$ cat src/rtl/cbm2_ramctl.sv
`default_nettype none
// ============================================================================
//  Module   : cbm2_ramctl
//  Purpose  : RAM responder behind the CBM-II bus decoder. Turns decoded
//             CPU/video RAM cycles into single-request transactions on a
//             byte-wide external memory port, and writes HPS download bytes
//             into the same memory between bus cycles.
//  Ports    : clk_sys, reset_n (async, active-low)
//             cpuCycle/vidCycle/cs_ram/systemAddr/systemWe/cpuDo - bus side
//             ramData                                             - read data
//             ioctl_download/ioctl_wr/ioctl_addr/ioctl_data/ioctl_wait
//             mem_req/mem_we/mem_addr/mem_din/mem_dout/mem_ack    - memory
//  Revision : 1.0  initial release
// ============================================================================
module cbm2_ramctl #(
    parameter int                ADDR_W    = 25,
    parameter logic [ADDR_W-1:0] LOAD_BASE = ADDR_W'(25'h0F0000)
) (
    input  logic              clk_sys,
    input  logic              reset_n,
    input  logic              cpuCycle,
    input  logic              vidCycle,
    input  logic              cs_ram,
    input  logic [ADDR_W-1:0] systemAddr,
    input  logic              systemWe,
    input  logic [7:0]        cpuDo,
    output logic [7:0]        ramData,
    input  logic              ioctl_download,
    input  logic              ioctl_wr,
    input  logic [23:0]       ioctl_addr,
    input  logic [7:0]        ioctl_data,
    output logic              ioctl_wait,
    output logic              mem_req,
    output logic              mem_we,
    output logic [ADDR_W-1:0] mem_addr,
    output logic [7:0]        mem_din,
    input  logic [7:0]        mem_dout,
    input  logic              mem_ack
);

    typedef enum logic [1:0] {
        S_IDLE = 2'd0,
        S_BUS  = 2'd1,
        S_LOAD = 2'd2
    } state_t;

    state_t r_state;
    state_t w_stateNext;

    // Bus-cycle edge detection
    logic r_cycPrev;
    logic w_cycActive;
    logic w_cycStart;
    logic w_busHit;
    logic w_liveWe;

    // Memory request registers
    logic              r_memReq;
    logic              r_memWe;
    logic [ADDR_W-1:0] r_memAddr;
    logic [7:0]        r_memDin;
    logic [7:0]        r_ramData;

    // Single-entry download buffer
    logic              r_bufFull;
    logic [ADDR_W-1:0] r_bufAddr;
    logic [7:0]        r_bufData;
    logic              w_fill;
    logic [ADDR_W-1:0] w_loadAddr;

    // Bus cycle that arrived while a load write was outstanding
    logic              r_pend;
    logic              r_pendWe;
    logic [ADDR_W-1:0] r_pendAddr;
    logic [7:0]        r_pendData;

    // Actions decided by the FSM for this clock
    logic w_issueLive;
    logic w_issuePend;
    logic w_issueLoad;
    logic w_reqDone;
    logic w_rdCapture;
    logic w_capturePend;
    logic w_bufClear;

    assign w_cycActive = cpuCycle | vidCycle;
    assign w_cycStart  = w_cycActive & ~r_cycPrev;
    assign w_busHit    = w_cycStart & cs_ram;
    // Video cycles never write, whatever systemWe says.
    assign w_liveWe    = systemWe & cpuCycle;

    // A byte offered while the buffer is occupied is dropped.
    assign w_fill      = ioctl_wr & ioctl_download & ~r_bufFull;
    assign w_loadAddr  = LOAD_BASE + ADDR_W'(ioctl_addr);

    // w_fill term makes the stall visible in the same clock as the strobe.
    assign ioctl_wait  = r_bufFull | w_fill | (r_state != S_IDLE);

    assign mem_req     = r_memReq;
    assign mem_we      = r_memWe;
    assign mem_addr    = r_memAddr;
    assign mem_din     = r_memDin;
    assign ramData     = r_ramData;

    // ------------------------------------------------------------------
    // State register
    // ------------------------------------------------------------------
    always_ff @(posedge clk_sys or negedge reset_n) begin
        if (!reset_n) begin
            r_state <= S_IDLE;
        end else begin
            r_state <= w_stateNext;
        end
    end

    // ------------------------------------------------------------------
    // Next-state and action decode
    // ------------------------------------------------------------------
    always_comb begin
        w_stateNext   = r_state;
        w_issueLive   = 1'b0;
        w_issuePend   = 1'b0;
        w_issueLoad   = 1'b0;
        w_reqDone     = 1'b0;
        w_rdCapture   = 1'b0;
        w_capturePend = 1'b0;
        w_bufClear    = 1'b0;
        case (r_state)
            S_IDLE: begin
                // Bus has priority over a waiting load byte.
                if (w_busHit) begin
                    w_issueLive = 1'b1;
                    w_stateNext = S_BUS;
                end else if (r_bufFull && !w_cycActive) begin
                    w_issueLoad = 1'b1;
                    w_stateNext = S_LOAD;
                end
            end
            S_BUS: begin
                if (mem_ack) begin
                    w_reqDone   = 1'b1;
                    w_rdCapture = ~r_memWe;
                    w_stateNext = S_IDLE;
                end
            end
            S_LOAD: begin
                if (mem_ack) begin
                    w_bufClear = 1'b1;
                    w_reqDone  = 1'b1;
                    // A waiting bus access goes straight out; the request
                    // line then carries the bus transaction next clock.
                    if (r_pend) begin
                        w_issuePend = 1'b1;
                        w_stateNext = S_BUS;
                    end else if (w_busHit) begin
                        w_issueLive = 1'b1;
                        w_stateNext = S_BUS;
                    end else begin
                        w_stateNext = S_IDLE;
                    end
                end else if (w_busHit) begin
                    w_capturePend = 1'b1;
                end
            end
            default: begin
                w_stateNext = S_IDLE;
            end
        endcase
    end

    // ------------------------------------------------------------------
    // Datapath registers
    // ------------------------------------------------------------------
    always_ff @(posedge clk_sys or negedge reset_n) begin
        if (!reset_n) begin
            r_cycPrev  <= 1'b0;
            r_memReq   <= 1'b0;
            r_memWe    <= 1'b0;
            r_memAddr  <= '0;
            r_memDin   <= 8'h00;
            r_ramData  <= 8'h00;
            r_bufFull  <= 1'b0;
            r_bufAddr  <= '0;
            r_bufData  <= 8'h00;
            r_pend     <= 1'b0;
            r_pendWe   <= 1'b0;
            r_pendAddr <= '0;
            r_pendData <= 8'h00;
        end else begin
            r_cycPrev <= w_cycActive;

            // Request fields only change when a new request is issued,
            // so they stay stable for as long as mem_req is high.
            if (w_issueLive) begin
                r_memReq  <= 1'b1;
                r_memWe   <= w_liveWe;
                r_memAddr <= systemAddr;
                r_memDin  <= cpuDo;
            end else if (w_issuePend) begin
                r_memReq  <= 1'b1;
                r_memWe   <= r_pendWe;
                r_memAddr <= r_pendAddr;
                r_memDin  <= r_pendData;
            end else if (w_issueLoad) begin
                r_memReq  <= 1'b1;
                r_memWe   <= 1'b1;
                r_memAddr <= r_bufAddr;
                r_memDin  <= r_bufData;
            end else if (w_reqDone) begin
                r_memReq  <= 1'b0;
            end

            if (w_rdCapture) begin
                r_ramData <= mem_dout;
            end

            if (w_capturePend) begin
                r_pend     <= 1'b1;
                r_pendWe   <= w_liveWe;
                r_pendAddr <= systemAddr;
                r_pendData <= cpuDo;
            end else if (w_issuePend) begin
                r_pend     <= 1'b0;
            end

            if (w_bufClear) begin
                r_bufFull <= 1'b0;
            end else if (w_fill) begin
                r_bufFull <= 1'b1;
                r_bufAddr <= w_loadAddr;
                r_bufData <= ioctl_data;
            end
        end
    end

endmodule
`default_nettype wire

$ cat config.mk
export PLATFORM = sky130hd
export DESIGN_NAME = cbm2_ramctl
export DESIGN_NICKNAME = d
export VERILOG_FILES = /design/src/rtl/cbm2_ramctl.sv
export SDC_FILE = /design/constraint.sdc
export NUM_CORES = 1
export LEC_CHECK = 0
export BUFFER_PORTS_ARGS = -buffer_cell sky130_fd_sc_hd__buf_2
export CAP_MARGIN = 20
export CORE_MARGIN = 10
export CORE_UTILIZATION = 53
export DETAILED_ROUTE_END_ITERATION = 8
export GPL_TIMING_DRIVEN = 0
export MAX_ROUTING_LAYER = met4
export PLACE_DENSITY_LB_ADDON = 0.08
export SYNTH_ARGS = -nofsm -noshare
export SYNTH_HDL_FRONTEND = slang
export SYNTH_SLANG_ARGS = --single-unit
$ cat constraint.sdc
create_clock -name clk_sys -period 2.3 [get_ports clk_sys]
set_clock_uncertainty 0.1 [all_clocks]
set_input_delay 0.115 -clock clk_sys [delete_from_list [all_inputs] [get_ports clk_sys]]
set_output_delay 0.115 -clock clk_sys [all_outputs]
set_load 0.01 [all_outputs]
==> results of run 1 <==
where the power goes:
group / switching, mW / internal [mW] / total (mW)
clock: 0.877 / 1.83 / 2.71
sequential: 0.512 / 2.95 / 3.46
combinational: 1.34 / 1.25 / 2.59
total: 2.73 / 6.02 / 8.75
through the flow:
| stage | setup TNS, ns | instances | cell area, µm² |
|---|---|---|---|
| final | 0 | 826 | 7280 |
| after floorplan | 0 | 470 | 4960 |
| after global placement | -42.36 | 705 | 5720 |
| after detailed placement | 0 | 706 | 5760 |
| after CTS | 0 | 821 | 7210 |
| after global routing | 0 | 826 | 7280 |
logic make-up (layout without fill, tap and decap cells):
family / count (synthesis) / count (layout) / synth area share [%]
compound gates: 91 / 91 / 12.2
xor+xnor: 5 / 5 / 0.882
fa+ha+maj: 4 / 4 / 1.01
buf+inv: 35 / 280 / 3.60
flops: 115 / 115 / 58.0
mux: 41 / 41 / 9.30
simple gates: 179 / 179 / 15.0
worst paths after layout:
check,startpoint,endpoint,slack [ns],cells after the start
worst max-delay path,r_state[0]$_DFFE_PN0P_,mem_addr[19]$_DFFE_PN0P_,0.10,8
worst max register to register,r_state[0]$_DFFE_PN0P_,mem_addr[19]$_DFFE_PN0P_,0.10,8
worst min register to register,r_bufAddr[0]$_DFFE_PN0P_,r_bufAddr[0]$_DFFE_PN0P_,0.38,2
worst min-delay path,reset_n,ramData[3]$_DFFE_PN0P_,0.01,2
max in group asynchronous,reset_n,r_pend$_DFFE_PN0P_,1.42,3
min in group clk_sys,ioctl_wr,r_bufAddr[7]$_DFFE_PN0P_,0.13,5
cell usage after synthesis:
library cell / instances / area share, %
a211o_1: 1 / 0.18
a211oi_2: 1 / 0.25
a21oi_1: 7 / 0.71
a2bb2oi_1: 1 / 0.18
a31oi_1: 1 / 0.13
and4b_1: 1 / 0.20
buf_2: 11 / 1.1
buf_4: 3 / 0.45
buf_6: 3 / 0.68
clkbuf_1: 11 / 0.83
dfrtp_1: 115 / 58
ha_1: 4 / 1.0
inv_1: 7 / 0.53
mux2_1: 2 / 0.45
mux2_2: 39 / 8.8
nand2_1: 120 / 9.1
nand2b_1: 3 / 0.38
nand3_1: 4 / 0.40
nand3_2: 1 / 0.20
nand3b_1: 2 / 0.30
nand4_1: 1 / 0.13
nand4b_1: 1 / 0.18
nor2_1: 42 / 3.2
nor2_4: 1 / 0.23
nor3b_1: 1 / 0.15
nor4_1: 1 / 0.13
nor4b_4: 1 / 0.48
o21a_1: 1 / 0.15
o21ai_0: 10 / 1.0
o21ai_2: 1 / 0.18
o22ai_1: 34 / 4.3
o31ai_1: 34 / 5.1
xnor2_1: 3 / 0.53
xor2_1: 2 / 0.35
what timing repair did:
action | in CTS | in global routing
setup buffers | 0 | 5
endpoints found under the hold margin | 229 | 0
resized for setup | 0 | 17
hold buffers | 84 | 0
endpoints found under the setup margin | 0 | 67
cell type report:
| cell class | count | area (µm²) |
|---|---|---|
| Timing Repair Buffer | 214 | 1530 |
| Multi-Input combinational cell | 320 | 1920 |
| Fill cell | 597 | 1920 |
| Buffer | 28 | 170 |
| Clock inverter | 10 | 155 |
| Clock buffer | 21 | 459 |
| Inverter | 7 | 26.3 |
| Tap cell | 111 | 139 |
| Sequential cell | 115 | 2880 |
metal layers:
metal  vias to the layer above  part of all wire [%]  GRT usage [%]
li1                       2103                     -              -
met1                      2137                    43           27.3
met2                       125                    51           37.2
met3                        13                   5.3           5.05
met4                         0                   1.0           7.17
met5                         -                     0              -
registers in the layout, indices dropped and copies added (netlist names):
name        cells
ramData         8
mem_req         1
r_pendWe        1
r_bufData       8
mem_addr       25
r_pendData      8
r_state         2
mem_we          1
r_bufFull       1
r_bufAddr      25
mem_din         8
r_pendAddr     25
r_cycPrev       1
r_pend          1
==> results.tsv, run 1 <==
stage	metric	value	unit
run_status	status	finished clean	
critical_path	critPathLaunchType	flip-flop	
floorplan	ios	126	
synth	syn_inst	470	
synth	synth_nets	556	
timing	fin_crit	2.20	ns
place	preCtsSetupSlack	0.0359	ns
critical_path	path_class	reg -> reg	
place	port_buffers	124	
clock_network	clk-insertion-delay-late	0.50	ns
global_routing	antenna_found_initial	0	
critical_path	worstPathArrival	2.49	ns
routing	drt-total-wl	14400	µm
critical_path	crit_family	buffers and inverters	
routing	drt-vias-per-instance	5.30	
timing	worst_slack	0.102	ns
finish	diodes	0	
floorplan	die_w	117	µm
run	max_cap_viol_count	0	
floorplan	die_area	13600	µm²
global_routing	grt_pass1_wl	23500	µm
routing	dr.pass1.iters	5	
routing	wl_per_cell	17.4	µm
critical_path	path_max_fanout	10	
synth	synth_warnings	0	
clock_network	clk_pin_slew	0.06	ns
synth	syn-cell-area	4960	µm²
power	fin_total_pwr	8.75	mW
timing	fin_hold_ws	0.0136	ns
critical_path	path_buf_inv	3	
timing	finalSetupViolCount	0	
floorplan	fp.coreArea	9200	µm²
global_routing	track_usage	22.7	%
synth	syn_avg_cell_area	10.6	µm²
critical_path	crit_chain	inv_1, ha_1, buf_4, nand3_2, nand4_1, buf_4, o22ai_1, o31ai_1	
routing	drcViolationCount	0	
clock_network	clock_path_buffers	2	
routing	dr_total_vias	4378	
critical_path	crit_required	2.59	ns
synth	ys_seq_area_share	58.0	%
hold_path	holdCritPathClass	in -> async	
timing	fin_crit_sh	95.6	%
synth	ys_types	34	
finish	drive_gt1_share	31.3	%
timing	final_max_slew_viol_count	0	
place	hpwl	9240	µm
routing	antenna_left	0	
finish	num-nets-final	789	
critical_path	cp_common_cell	buf_4	
clock_network	htreeDepth	4	
global_routing	first_global_vias	4639	
clock_network	cts_root_buf	clkbuf_8	
critical_path	cp-end-kind	flip-flop	
timing	hold_violations	0	
power	p_leak	3.53	nW
routing	drtIter0Drc	258	
timing	fmax	455	MHz
timing	rsz0062_at_grt	no	
finish	syn_to_final_growth	46.7	%
global_routing	grt.overflow.total	0	
critical_path	cpMaxStageDelayCell	dfrtp_1	
timing	worst_slew_pin_slew	0.579	ns
power	power-per-cell-area	1200	nW/µm²
power	vdd_drop_max	785	µV
clock_network	cts_tree	done	
timing	maxSlewHeadroom	61.4	%
finish	finish.utilization	79.2	%
synth	ys_ff_latch	115	
floorplan	die_h	117	µm
finish	layout_common_cells	128 x buf_2, 120 x nand2_1, 115 x dfrtp_1	
clock_network	cts_buffers	17	
global_routing	grt_max_degree	64	
place	gp_congestion	0.811	
finish	final_common_cell	buf_2	
critical_path	slowest_delay	0.39	ns
floorplan	placement_rows	35	
floorplan	initial_utilization	54.0	%
clock_network	cts.sinks	115	
Note: power is estimated with default switching activity, not from simulation.
==> inputs of run 2 (changes only) <==
--- a/config.mk
+++ b/config.mk
@@ -5,10 +5,11 @@
 export SDC_FILE = /design/constraint.sdc
 export NUM_CORES = 1
 export LEC_CHECK = 0
+export ABC_AREA = 1
 export BUFFER_PORTS_ARGS = -buffer_cell sky130_fd_sc_hd__buf_2
 export CAP_MARGIN = 20
 export CORE_MARGIN = 10
-export CORE_UTILIZATION = 53
+export CORE_UTILIZATION = 54
 export DETAILED_ROUTE_END_ITERATION = 8
 export GPL_TIMING_DRIVEN = 0
 export MAX_ROUTING_LAYER = met4
==> run 2 against run 1 <==
Against the previous run: the run now ends with negative hold slack left; critical endpoint is now r_bufAddr[22]$_DFFE_PN0P_; design area rose by 6.2%; maximum frequency fell by 2.9%; sequential share of layout area fell by 2.3 points; synthesized cell count rose by 51%; cell count rose by 32%; routed wire length rose by 17%; sequential power fell by 2%; sequential cell count did not move; area after synthesis rose by 10%; setup slack got worse by 0.066 ns; critical path depth rose by 1; first-iteration DRC count rose by 100%.
==> results.tsv, run 2 <==
stage	metric	value	unit	change
run_status	status	finished with violations		
run_status	failed_checks	negative hold slack		
synth	synthArstFlopShare	100	%	unchanged
global_routing	grt_max_degree	64		unchanged
clock_network	cts_root_buf	clkbuf_8		
timing	finalSetupViolCount	0		unchanged
synth	ys.flop_type	dfrtp_1		
timing	setup_tns	0	ns	unchanged
synth	synth_nets	796		+43%
global_routing	first_global_vias	5752		+24%
critical_path	worstPathArrival	2.59	ns	+0.10 ns
run	max_cap_viol_count	0		unchanged
finish	layout_common_cells	347 x nand2_1, 144 x buf_2, 115 x dfrtp_1		
global_routing	grt_pass1_wl	28100	µm	+20%
routing	antenna_left	0		unchanged
routing	drt-total-wl	16800	µm	+17%
synth	syn-cell-area	5480	µm²	+10%
critical_path	r2r_cells	10		+2
clock_network	cts_tree	done		
power	p_leak	4.25	nW	+20%
clock_network	cts.sinks	115		unchanged
finish	syn_to_final_growth	41.1	%	
synth	syn_avg_cell_area	7.72	µm²	-27%
floorplan	die_h	121	µm	+3.4%
routing	dr.pass1.iters	5		unchanged
synth	ys_seq_area_share	52.5	%	-5.5 points
power	switching_share	35.9	%	+4.6 points
power	power_frac_seq	37.2	%	-2.3 points
place	port_buffers	124		unchanged
synth	synth_top_cell_area_share	52.5	%	-5.5 points
place	gp_congestion	0.846		+4.4%
routing	dr_total_vias	5551		+27%
floorplan	die_w	121	µm	+3.4%
power	comb_power_share	35.6	%	+6.0 points
finish	regArea	2880	µm²	unchanged
routing	drtIter0Drc	522		+100%
synth	synth_area_leaders	dfrtp_1 53%, nand2_1 24%, o21ai_0 6.8%		
power	pwr-share-clk	27.2	%	-3.7 points
critical_path	cp-end-kind	flip-flop		
routing	drt-vias-per-instance	5.11		-3.7%
finish	diodes	0		unchanged
finish	fillCellCount	718		+20%
synth	synth_common_cells	347 x nand2_1, 115 x dfrtp_1, 75 x o21ai_0, 54 x inv_1, 43 x nand3_1		
timing	fin_crit_sh	98.5	%	+2.9 points
power	p_int	5.85	mW	-2.8%
global_routing	antenna_found_initial	0		unchanged
clock_network	clk_pin_slew	0.05	ns	about the same
place	hpwl	10800	µm	+17%
floorplan	fp.coreArea	9820	µm²	+6.8%
synth	synth.most_common_cell	nand2_1		
timing	fin_crit	2.26	ns	+0.0660 ns
power	fin_total_pwr	9.12	mW	+4.2%
synth	ys_types	26		-24%
global_routing	grt.overflow.total	0		unchanged
power	vdd_drop_max	815	µV	+3.8%
routing	wl_per_cell	15.5	µm	-11%
floorplan	placement_rows	36		+2.9%
global_routing	track_usage	24.6	%	+2.0 points
synth	synth_edf_count	0		unchanged
critical_path	reg2reg_to	mem_addr[12]$_DFFE_PN0P_		
timing	final_max_slew_viol_count	0		unchanged
critical_path	regToRegStartpoint	r_state[0]$_DFFE_PN0P_		
timing	worst_slew_pin_slew	0.529	ns	-0.0502 ns
finish	multi_input_area	2200	µm²	+15%
synth	syn_inst	710		+51%
critical_path	path_max_fanout	8		-2
finish	final_common_cell	nand2_1		
synth	yosys.area.top_type	dfrtp_1		
floorplan	die_area	14600	µm²	+6.9%
timing	maxSlewHeadroom	64.7	%	+3.3 points
critical_path	crit_required	2.62	ns	+0.03 ns
timing	fmax	442	MHz	-2.9%
clock_network	htreeDepth	4		unchanged
routing	drcViolationCount	0		unchanged
floorplan	ios	126		unchanged
hold_path	holdCritPathClass	in -> async		
timing	fin_hold_ws	-0.00404	ns	-0.0176 ns
finish	drive_gt1_share	21.0	%	-10 points
power	p_switching	3.27	mW	+20%
clock_network	cts_buffers	17		unchanged
power	power-per-cell-area	1180	nW/µm²	-1.9%
synth	synth_warnings	0		unchanged
critical_path	path_class	in -> reg		
synth	ys_ff_latch	115		unchanged
critical_path	critPathLaunchType	input port		
floorplan	initial_utilization	55.8	%	+1.8 points
finish	num-nets-final	1028		+30%
timing	hold_violations	2		+2
timing	rsz0062_at_grt	no		
critical_path	r2r_slack	0.25	ns	+0.15 ns
clock_network	clock_path_buffers	2		unchanged
clock_network	clk-insertion-delay-late	0.53	ns	+0.03 ns
run 2: changes by cell type after synthesis, sizes merged, moves of 12 or more:
cell   before  now
nand2     120  350
o21ai      11   75
inv         7   56
nand3       5   45
o22ai      34    0
o31ai      34    0
mux2       41    8
nor2       43   11
buf        17   29
run 2: cell type report:
cell class                      instances  share of cell area [%]
Multi-Input combinational cell        503                    28.4
Sequential cell                       115                    37.2
Timing Repair Buffer                  213                    19.8
Clock buffer                           26                    6.18
Inverter                               56                    2.72
Clock inverter                          5                   0.971
Tap cell                              133                    2.15
Buffer                                 36                    2.56
run 2: logic make-up after synthesis:
kind of cell	synth area share [%]
and+or+nand+nor	30.1
DFF	52.5
buffers and inverters	7.42
AOI/OAI and AO/OA	7.05
muxes	1.64
adders and majority gates	0.913
xor gates and xnor gates	0.320
run 2: power groups by stage:
stage	sequential, mW	combinational [mW]	clock [mW]
2_1_floorplan	3.48	1.91	0
3_3_place_gp	3.37	2.96	0
3_5_place_dp	3.39	3.06	0
4_1_cts	3.38	3.22	2.50
5_1_grt	3.49	3.73	2.60
6_report	3.40	3.25	2.48
run 2: metal layers:
layer / up-vias / global-route usage, % / routed length [µm]
met5: - / - / 0
met4: 0 / 7.77 / 223
met3: 22 / 6.19 / 1030
met2: 224 / 40.5 / 8420
met1: 2632 / 29.1 / 7160
li1: 2673 / - / -
run 2: worst max-delay path by stage:
stage | endpoint | startpoint | depth (start not counted) | slack, ns
after global routing | r_bufAddr[22]$_DFFE_PN0P_ | ioctl_download | 9 | 0.01
after detailed placement | mem_addr[15]$_DFFE_PN0P_ | r_state[0]$_DFFE_PN0P_ | 10 | 0.25
after global placement | mem_addr[10]$_DFFE_PN0P_ | reset_n | 1 | -0.33
after CTS | r_bufAddr[22]$_DFFE_PN0P_ | ioctl_download | 9 | 0.17
final | r_bufAddr[22]$_DFFE_PN0P_ | ioctl_download | 9 | 0.04
after floorplan | mem_addr[0]$_DFFE_PN0P_ | r_state[0]$_DFFE_PN0P_ | 10 | 0.63
run 2: critical path, cell delays in order:
cell and delay, ns:
dlygate4sd3_1 0.53, buf_2 0.11, nand2_1 0.07, dlygate4sd3_1 0.59, nor2_1 0.15, nand2_2 0.16, nor3_1 0.22, dlygate4sd3_1 0.59
nor2_1 0.05
run 2: repair_timing:
| item | 4_1_cts | 5_1_grt |
|---|---|---|
| setup endpoints to repair | 0 | 5 |
| hold buffers | 85 | 0 |
| hold endpoints to repair | 228 | 0 |
| resized for setup | 0 | 3 |
| buffers inserted | 0 | 3 |
run 2: per-stage QoR:
step	setup slack, ns	instance area, µm²	utilization, %	std cells	hold slack, ns
global route	0.00972	7730	78.7	1087	0.0472
global placement	-0.333	6270	63.8	967	0.209
floorplan	0.628	5480	-	710	-0.281
detailed placement	0.246	6300	64.2	968	0.00346
finish	0.0356	7730	78.7	1087	-0.00404
CTS	0.170	7700	78.5	1084	0.0285
==> inputs of run 3 (changes only) <==
--- a/config.mk
+++ b/config.mk
@@ -8,8 +8,10 @@
 export ABC_AREA = 1
 export BUFFER_PORTS_ARGS = -buffer_cell sky130_fd_sc_hd__buf_2
 export CAP_MARGIN = 20
+export CELL_PAD_IN_SITES_DETAIL_PLACEMENT = 1
+export CELL_PAD_IN_SITES_GLOBAL_PLACEMENT = 1
 export CORE_MARGIN = 10
-export CORE_UTILIZATION = 54
+export CORE_UTILIZATION = 39
 export DETAILED_ROUTE_END_ITERATION = 8
 export GPL_TIMING_DRIVEN = 0
 export MAX_ROUTING_LAYER = met4
==> run 3 against run 2 <==
Against the previous run: die area increased by 32%; cell count increased by 3.6%; critical path type is now reg -> reg; global-route usage decreased by 3.4 points; largest power group unchanged; clock power increased by 31%; the run now ends clean.
==> results.tsv, run 3 (synthesis gave the netlist of run 2 again) <==
stage	metric	value	unit	change
run_status	status	finished clean		
finish	diodes	0		unchanged
timing	hold_violations	0		-2
critical_path	cp-end-kind	flip-flop		
clock_network	htreeDepth	4		unchanged
clock_network	cts_root_buf	clkbuf_16		
finish	final_common_cell	nand2_1		
clock_network	cts_tree	done		
global_routing	grt_max_degree	89		+39%
critical_path	crit_required	2.56	ns	-0.06 ns
global_routing	grt_pass1_wl	32600	µm	+16%
critical_path	critPathLaunchType	flip-flop		
routing	dr_wl_met2	10100	µm	+19%
timing	finalSetupViolCount	0		unchanged
place	port_buffers	124		unchanged
clock_network	cts.sinks	115		unchanged
routing	dr_total_vias	5487		-1.2%
finish	drive_gt1_share	21.5	%	+0.49 points
routing	drtIter0Drc	276		-47%
floorplan	die_area	19200	µm²	+32%
routing	top_layer	met4		
place	preCtsSetupSlack	0.217	ns	-0.0287 ns
global_routing	grt.overflow.total	0		unchanged
floorplan	die_w	139	µm	+15%
finish	layout_common_cells	347 x nand2_1, 144 x buf_2, 115 x dfrtp_1		
critical_path	path_max_fanout	10		+2
clock_network	clk_pin_slew	0.06	ns	about the same
finish	num-nets-final	1019		-0.88%
routing	antenna_left	0		unchanged
finish	syn_to_final_growth	43.7	%	
power	power-per-cell-area	1270	nW/µm²	+7.5%
timing	setup_tns	0	ns	unchanged
global_routing	antenna_found_initial	0		unchanged
power	p_leak	4.28	nW	+0.67%
timing	final_max_slew_viol_count	0		unchanged
timing	fin_crit_sh	90.5	%	-7.9 points
timing	fmax	480	MHz	+8.7%
floorplan	fp.coreArea	13800	µm²	+41%
floorplan	placement_rows	43		+19%
critical_path	worstPathArrival	2.34	ns	-0.25 ns
floorplan	initial_utilization	39.6	%	-16 points
floorplan	ios	126		unchanged
clock_network	clk-insertion-delay-late	0.42	ns	-0.11 ns
critical_path	path_class	reg -> reg		
place	gp_congestion	0.811		-4.2%
clock_network	postCtsSetupRepairBufs	0		unchanged
finish	fillCellCount	1699		+140%
power	vdd_drop_max	607	µV	-25%
timing	worst_slack	0.218	ns	+0.182 ns
clock_network	clock_path_buffers	2		unchanged
clock_network	cts_buffers	17		unchanged
timing	worst_slew_pin_slew	0.567	ns	+0.0380 ns
timing	rsz0062_at_grt	no		
timing	fin_crit	2.08	ns	-0.182 ns
global_routing	first_global_vias	6409		+11%
hold_path	holdCritPathClass	in -> async		
global_routing	track_usage	21.3	%	-3.4 points
routing	wl_met1	8340	µm	+17%
timing	maxSlewHeadroom	62.2	%	-2.5 points
routing	drt-vias-per-instance	4.87		-4.6%
routing	drcViolationCount	0		unchanged
routing	routed-wl-met3	829	µm	-20%
routing	drt-total-wl	19600	µm	+16%
routing	dr.pass1.iters	4		-1
routing	wl_per_cell	17.4	µm	+12%
run	max_cap_viol_count	0		unchanged
floorplan	die_h	139	µm	+15%
place	hpwl	12700	µm	+18%
==> run 3: cell count changes in the layout (fill, tap and decap cells not counted), moves of 3 or more <==
cell / before / now
clkinvlp_4: 0 / 3
dlygate4sd3_1: 85 / 79
bufinv_16: 2 / 8
buf_4: 6 / 3
clkbuf_8: 4 / 1
clkbuf_1: 11 / 6
==> run 3: critical path: stages, from the launching register on <==
cell      delay, ns
dfrtp_1        0.38
inv_1          0.09
ha_2           0.24
nand2_1        0.11
nand2_2        0.18
inv_1          0.19
clkbuf_1       0.44
nand2_1        0.17
nand2_1        0.11
==> run 3: power breakdown <==
group / switching [mW] / total [mW] / internal [mW]
Combinational: 2.04 / 3.30 / 1.26
Clock: 0.988 / 3.26 / 2.27
Sequential: 0.468 / 3.43 / 2.96
Total: 3.50 / 9.99 / 6.49
==> run 3: final cells by class <==
cell class	count	area [µm²]	share of cell area (%)
Clock inverter	14	282	3.58
Tap cell	180	225	2.86
Timing Repair Buffer	204	1450	18.4
Inverter	56	210	2.67
Clock buffer	18	439	5.58
Multi-Input combinational cell	503	2200	27.9
Sequential cell	115	2880	36.5
Buffer	36	196	2.49
==> run 3: routing by layer <==
metal,vias up,global-route usage (%)
met2,122,36.4
met3,26,4.45
met4,0,6.38
li1,2647,-
met5,-,-
met1,2692,24.5
==> run 3: through the flow <==
stage	util, %	hold slack [ns]	instances	area (µm²)	power [mW]
floorplan	-	-0.281	710	5480	5.39
global placement	45.8	0.211	1014	6330	6.42
detailed placement	46.0	-0.0878	1015	6360	6.60
CTS	56.9	0.0378	1126	7870	10.1
global route	56.9	0.0504	1126	7870	10.7
finish	56.9	0.0322	1126	7870	9.99
==> run 3: path summary, 6_finish.rpt <==
check	cells past startpoint	to	start	slack (ns)
max	8	r_bufData[7]$_DFFE_PN0P_	r_state[0]$_DFFE_PN0P_	0.22
min	2	ramData[4]$_DFFE_PN0P_	reset_n	0.03
max reg2reg	8	r_bufData[7]$_DFFE_PN0P_	r_state[0]$_DFFE_PN0P_	0.22
min reg2reg	2	mem_addr[13]$_DFFE_PN0P_	mem_addr[13]$_DFFE_PN0P_	0.37
max in group asynchronous	3	r_bufAddr[11]$_DFFE_PN0P_	reset_n	1.34
min in group clk_sys	6	mem_we$_DFFE_PN0P_	cpuCycle	0.06
==> run 3: timing repair <==
| item | 4_1_cts | 5_1_grt |
|---|---|---|
| resized for setup | 0 | 1 |
| setup endpoints to repair | 0 | 12 |
| hold endpoints to repair | 225 | 0 |
| hold buffers | 79 | 0 |
